### src/rtl/mips_cpu_state_sequencer.sv
// Multi-cycle MIPS control sequencer: HALT/FETCH/DECODE/EXEC1/EXEC2 with memory and
// HI/LO stalls, retire pulse, and active-cycle / retired-instruction counters.
module mips_cpu_state_sequencer (
    input  logic        clk,
    input  logic        reset_n,
    input  logic        waitrequest,
    input  logic [5:0]  opcode,
    input  logic [5:0]  fncode,
    input  logic [4:0]  regimm,
    input  logic [31:0] pc,
    input  logic        muldiv_busy,
    output logic [2:0]  state,
    output logic        active,
    output logic        instr_done,
    output logic [31:0] cycle_count,
    output logic [31:0] instr_count
);

    typedef enum logic [2:0] {
        ST_HALT   = 3'd0,
        ST_FETCH  = 3'd1,
        ST_DECODE = 3'd2,
        ST_EXEC1  = 3'd3,
        ST_EXEC2  = 3'd4
    } state_t;

    state_t      state_r;
    state_t      state_next_s;
    logic        halted_r;
    logic        halted_next_s;
    logic        active_r;
    logic        stall_s;
    logic        done_s;
    logic [31:0] cycle_count_r;
    logic [31:0] instr_count_r;

    function automatic logic is_load(input logic [5:0] op);
        return (op >= 6'h20) && (op <= 6'h26);
    endfunction

    function automatic logic is_store(input logic [5:0] op);
        return (op == 6'h28) || (op == 6'h29) || (op == 6'h2b);
    endfunction

    function automatic logic is_muldiv(input logic [5:0] op, input logic [5:0] fn);
        return (op == 6'h00) &&
               (((fn >= 6'h10) && (fn <= 6'h13)) || ((fn >= 6'h18) && (fn <= 6'h1b)));
    endfunction

    // Linking REGIMM branches need a second exec cycle to write $ra.
    function automatic logic is_link_branch(input logic [5:0] op, input logic [4:0] rim);
        return (op == 6'h01) && (rim >= 5'h02);
    endfunction

    // Next-state, stall and retire decode.
    always_comb begin
        state_next_s  = state_r;
        halted_next_s = halted_r;
        stall_s       = 1'b0;
        done_s        = 1'b0;
        case (state_r)
            ST_HALT: begin
                if (halted_r) begin
                    state_next_s = ST_HALT;
                end else begin
                    state_next_s = ST_FETCH;
                end
            end
            ST_FETCH: begin
                if (pc == 32'h0000_0000) begin
                    state_next_s  = ST_HALT;
                    halted_next_s = 1'b1;
                end else if (waitrequest) begin
                    state_next_s = ST_FETCH;
                end else begin
                    state_next_s = ST_DECODE;
                end
            end
            ST_DECODE: begin
                state_next_s = ST_EXEC1;
            end
            ST_EXEC1: begin
                stall_s = ((is_load(opcode) || is_store(opcode)) && waitrequest) ||
                          (is_muldiv(opcode, fncode) && muldiv_busy);
                if (stall_s) begin
                    state_next_s = ST_EXEC1;
                end else if (is_load(opcode) || is_link_branch(opcode, regimm)) begin
                    state_next_s = ST_EXEC2;
                end else begin
                    state_next_s = ST_FETCH;
                    done_s       = 1'b1;
                end
            end
            ST_EXEC2: begin
                state_next_s = ST_FETCH;
                done_s       = 1'b1;
            end
            default: begin
                state_next_s  = ST_HALT;
                halted_next_s = 1'b1;
            end
        endcase
    end

    // State, sticky halt flag, active flag and counters.
    always_ff @(posedge clk or negedge reset_n) begin
        if (!reset_n) begin
            state_r       <= ST_HALT;
            halted_r      <= 1'b0;
            active_r      <= 1'b0;
            cycle_count_r <= 32'd0;
            instr_count_r <= 32'd0;
        end else begin
            state_r  <= state_next_s;
            halted_r <= halted_next_s;
            active_r <= (state_next_s != ST_HALT);
            if (active_r) begin
                cycle_count_r <= cycle_count_r + 32'd1;
            end
            if (done_s) begin
                instr_count_r <= instr_count_r + 32'd1;
            end
        end
    end

    assign state       = state_r;
    assign active      = active_r;
    assign instr_done  = done_s;
    assign cycle_count = cycle_count_r;
    assign instr_count = instr_count_r;

endmodule

### config.mk
export PLATFORM = sky130hd
export DESIGN_NAME = mips_cpu_state_sequencer
export DESIGN_NICKNAME = d
export VERILOG_FILES = /design/src/rtl/mips_cpu_state_sequencer.sv
export SDC_FILE = /design/constraint.sdc
export NUM_CORES = 1
export LEC_CHECK = 0
export BUFFER_PORTS_ARGS = -buffer_cell sky130_fd_sc_hd__buf_2
export CORE_ASPECT_RATIO = 1.75
export CORE_MARGIN = 4
export CORE_UTILIZATION = 49
export DETAILED_ROUTE_END_ITERATION = 10
export GPL_TIMING_DRIVEN = 0
export PLACE_DENSITY_LB_ADDON = 0.25
export REMOVE_ABC_BUFFERS = 1
export SYNTH_ARGS = -nofsm -noshare
export SYNTH_HDL_FRONTEND = slang
export SYNTH_SLANG_ARGS = --single-unit
### constraint.sdc
create_clock -name clk -period 3.9 [get_ports clk]
set_input_delay 1.17 -clock clk [delete_from_list [all_inputs] [get_ports clk]]
set_output_delay 1.17 -clock clk [all_outputs]
set_load 0.005 [all_outputs]
==> run summary <==
Summed over all layers, the global routing overflow is 0. The number of H-tree branching levels came out at 3. The logic depth of the worst register-to-register path is 6.

The total power per unit cell area is 467.4 nW/um2. The finished layout cell area came out at roughly 4200 um2. The number of instances on the worst hold path came out at 1. The clock-pin slew of the registers on the worst-case setup and hold paths came out at 0.05 ns. The routability congestion estimate from global placement came out at 0.8049. From synthesis to final layout, the design area changed by 29.30%. The effective utilization at floorplan came out at 0.5040.

From bottom edge to top edge, the die measures 116.1 um. For hold timing, the worst endpoint is halted_r. The critical path in this run is classified as input pin to output pin. Timing would allow up to 262.7 MHz.

The total core area is 6490 um2. The tool flagged a number of max-cap violations equal to 0. The data arrival time of the worst path is 2.64 ns. The maximum ir drop on the vdd rail is 0.3113 mV. The total count of hold-check failures in the final report was 0. The initial antenna violation count was 0. The number of violations reported at the end of detailed-routing iteration 0 came out at 62. During I/O placement, the number of pins put on the boundary was 122.

The tree built by TritonCTS fans out to 69 sinks. The maximum buffer depth of the clock tree is 2. The required time at the worst-slack endpoint came out at about 2.7 ns.

Clock tree synthesis selected as its root buffer the cell sky130_fd_sc_hd__clkbuf_16. In this run the critical register-to-register path is launched from active. The total clock buffers created by CTS came out at 9.

In this run, synthesis inferred 0 flip-flops with an integrated enable. The number of remaining DRC errors is 0. Among all flip-flop cells after synthesis, the most frequent one is sky130_fd_sc_hd__dfrtp_1.

Summed over all cells, the static leakage comes to 2.174 nW. The average size of a mapped cell came out at between 10 and 15 um2. The antenna diode count is 0. The fraction of final layout cells with drive strength greater than 1 is 0.3318.

In the final design database the tool counted roughly 480 nets. The number of failing setup endpoints in the final timing report came out at 0. The cell row count came out at 39. The smallest clock period supported by the final layout is computed as 3.807 ns. In this run the most critical hold path is launched from halted_r. The worst min-delay path class is register to register.

Fill cells in the final layout number 536. The via count of the first global-routing pass is between 2000 and 3000. The async set-reset flop share out of synthesis came out at 1.000. The worst setup path is captured at an output pin. The post-synthesis cell type count is 39.

The clock insertion delay at the later pin of the skew report is approximately 0.33 ns. The number of buffers added to fix hold violations after cts came out at 0. After detailed routing, the number of vias per cell comes to around 5.3. In this run the cell area measured after placement is 3943 um2.

The share of synthesized area occupied by flip-flops and latches is 0.5279. The wire length reported by the detailed router came out at 7448 um. Detailed placement ended at an HPWL of roughly 5600 um. The final hold slack came out at 0.4614 ns. The critical register-to-register path endpoint is cycle_count[31]. The headroom to the max-slew limit came out at 0.4230. TritonCTS built the clock tree. The overall die area is 8097 um2.

The clock skew after layout came out at 0.006695 ns. The run finished with clean final reports. In this run the tool buffered the top-level ports with 117 buffer cells. In the finished design, the share of the clock period the worst path needs comes to 0.9762.

The average wire per cell in the routed design came out at 14.43 um. The global-route total usage across every layer came out at 0.1908. The number of iterations in the first detailed-routing pass came out at 4.

The count of yosys warnings during synthesis is 0. The cell count after synthesis came out at 303. The first global-routing pass estimated 12250 um of wire. The die boundary width is 69.76 um.

The register bit count reported by yosys came out at 69. The critical-path maximum fanout came out at 10. The area of the mapped netlist is 3271 um2. The actual transition at the worst max-transition pin is between 0.8 and 0.9 ns. Setup repair after global routing left no endpoint under its margin.

The pin count of the biggest net entering global routing is 70. STA classifies the critical path startpoint as an input pin. The number of pins with negative max-slew slack in the final report was 0. The detailed-route via count came out at 2748. The detail route stage leaves a number of antenna-violating nets equal to 0. The slack of the worst reg-to-reg path is 1.55 ns.
cell families (layout without fill, tap and decap cells):
family | count (synthesis) | count (layout) | share of synthesized area
AO/OA/AOI/OAI | 10 | 10 | 0.02831
adder cells (fa/ha/maj) | 2 | 2 | 0.007650
XOR/XNOR | 62 | 62 | 0.1660
AND/OR/NAND/NOR | 147 | 147 | 0.2483
multiplexers | 2 | 2 | 0.006886
buffers and inverters | 11 | 142 | 0.01492
flip-flops | 69 | 69 | 0.5279
sequential cells by signal (all words and copies together) (netlist names):
| signal | flops |
|---|---|
| halted_r | 1 |
| instr_count | 32 |
| state | 3 |
| cycle_count | 32 |
| active | 1 |
power breakdown:
group          total, mW  switching, mW  internal, mW
clock              0.742          0.281         0.461
combinational      0.349          0.185         0.164
sequential         0.886         0.0956         0.791
total               1.98          0.562          1.42
what timing repair did:
item / in CTS / in global routing
endpoints found under the setup margin: 1 / 0
resized for setup: 0 / 0
buffers inserted: 1 / 0
cell usage after synthesis, types with 2 or more instances:
cell	number	area share
sky130_fd_sc_hd__o22ai_1	2	0.0038
sky130_fd_sc_hd__nand2_1	31	0.036
sky130_fd_sc_hd__nor2_1	18	0.021
sky130_fd_sc_hd__nor4_1	12	0.023
sky130_fd_sc_hd__nor4b_1	2	0.0054
sky130_fd_sc_hd__nor3_1	12	0.018
sky130_fd_sc_hd__nor3b_1	3	0.0069
sky130_fd_sc_hd__inv_1	7	0.0080
sky130_fd_sc_hd__clkbuf_1	2	0.0023
sky130_fd_sc_hd__or4_1	2	0.0046
sky130_fd_sc_hd__nor4_2	4	0.015
sky130_fd_sc_hd__and3_1	12	0.023
sky130_fd_sc_hd__ha_1	2	0.0076
sky130_fd_sc_hd__o21ai_0	2	0.0031
sky130_fd_sc_hd__xnor2_1	36	0.096
sky130_fd_sc_hd__nand2b_1	2	0.0038
sky130_fd_sc_hd__nand4_1	19	0.036
sky130_fd_sc_hd__dfrtp_1	69	0.53
sky130_fd_sc_hd__xor2_1	26	0.070
sky130_fd_sc_hd__nand3_1	21	0.032
worst max path at each step:
stage | startpoint | endpoint | slack, ns | cells past startpoint
6_report | opcode[0] | instr_done | 0.09 | 7
5_1_grt | opcode[0] | instr_done | 0.03 | 7
4_1_cts | opcode[0] | instr_done | 0.09 | 7
2_1_floorplan | opcode[0] | instr_done | 0.27 | 5
3_5_place_dp | opcode[0] | instr_done | -0.23 | 7
3_3_place_gp | opcode[0] | instr_done | -0.24 | 7
final cells by class:
class	count	area, um2	share of cell area
flip-flops and latches	69	1727	0.4083
multi-input cells	223	1495	0.3535
inverters	8	30.03	0.007101
clock buffers	12	256.5	0.06065
well taps	82	102.6	0.02426
repair buffers	118	595.6	0.1408
clock inverters	4	22.52	0.005325
placed cells by master (no fill, tap or decap), drive strengths merged, types with 2 or more instances in the layout:
cell type and n:
nand4 19, nand3 21, and3 12, nor3b 3, clkinv 3, nor2 18, nand2b 2, dfrtp 69
nor3 13, xnor2 36, o22ai 2, nor4 16, clkbuf 12, xor2 26, nand2 32, buf 118
or4 2, nor4b 3, ha 2, inv 8, o21ai 2, mux2 2
critical path: stages:
cell,delay [ns]
sky130_fd_sc_hd__buf_2,0.11
sky130_fd_sc_hd__mux2_1,0.33
sky130_fd_sc_hd__a221o_1,0.28
sky130_fd_sc_hd__and3_1,0.23
sky130_fd_sc_hd__a31oi_4,0.23
sky130_fd_sc_hd__inv_2,0.13
sky130_fd_sc_hd__buf_2,0.15
stage by stage:
stage	power, mW	util	instances	setup TNS, ns	worst slack (ns)
2_1_floorplan	1.079	-	300	0	0.2747
3_3_place_gp	1.237	0.6071	499	-0.2396	-0.2396
3_5_place_dp	1.246	0.6075	499	-0.2344	-0.2344
4_1_cts	2.008	0.6516	516	0	0.09069
5_1_grt	2.093	0.6516	516	0	0.02783
6_report	1.977	0.6516	516	0	0.09266
layer usage:
metal | part of all wire | vias up | track usage
met5 | 0 | - | 0
li1 | - | 1323 | -
met2 | 0.54 | 93 | 0.3487
met4 | 0.019 | 0 | 0.09335
met3 | 0.064 | 12 | 0.05642
met1 | 0.38 | 1320 | 0.1975
No activity file was read; power rests on OpenSTA's default activity.
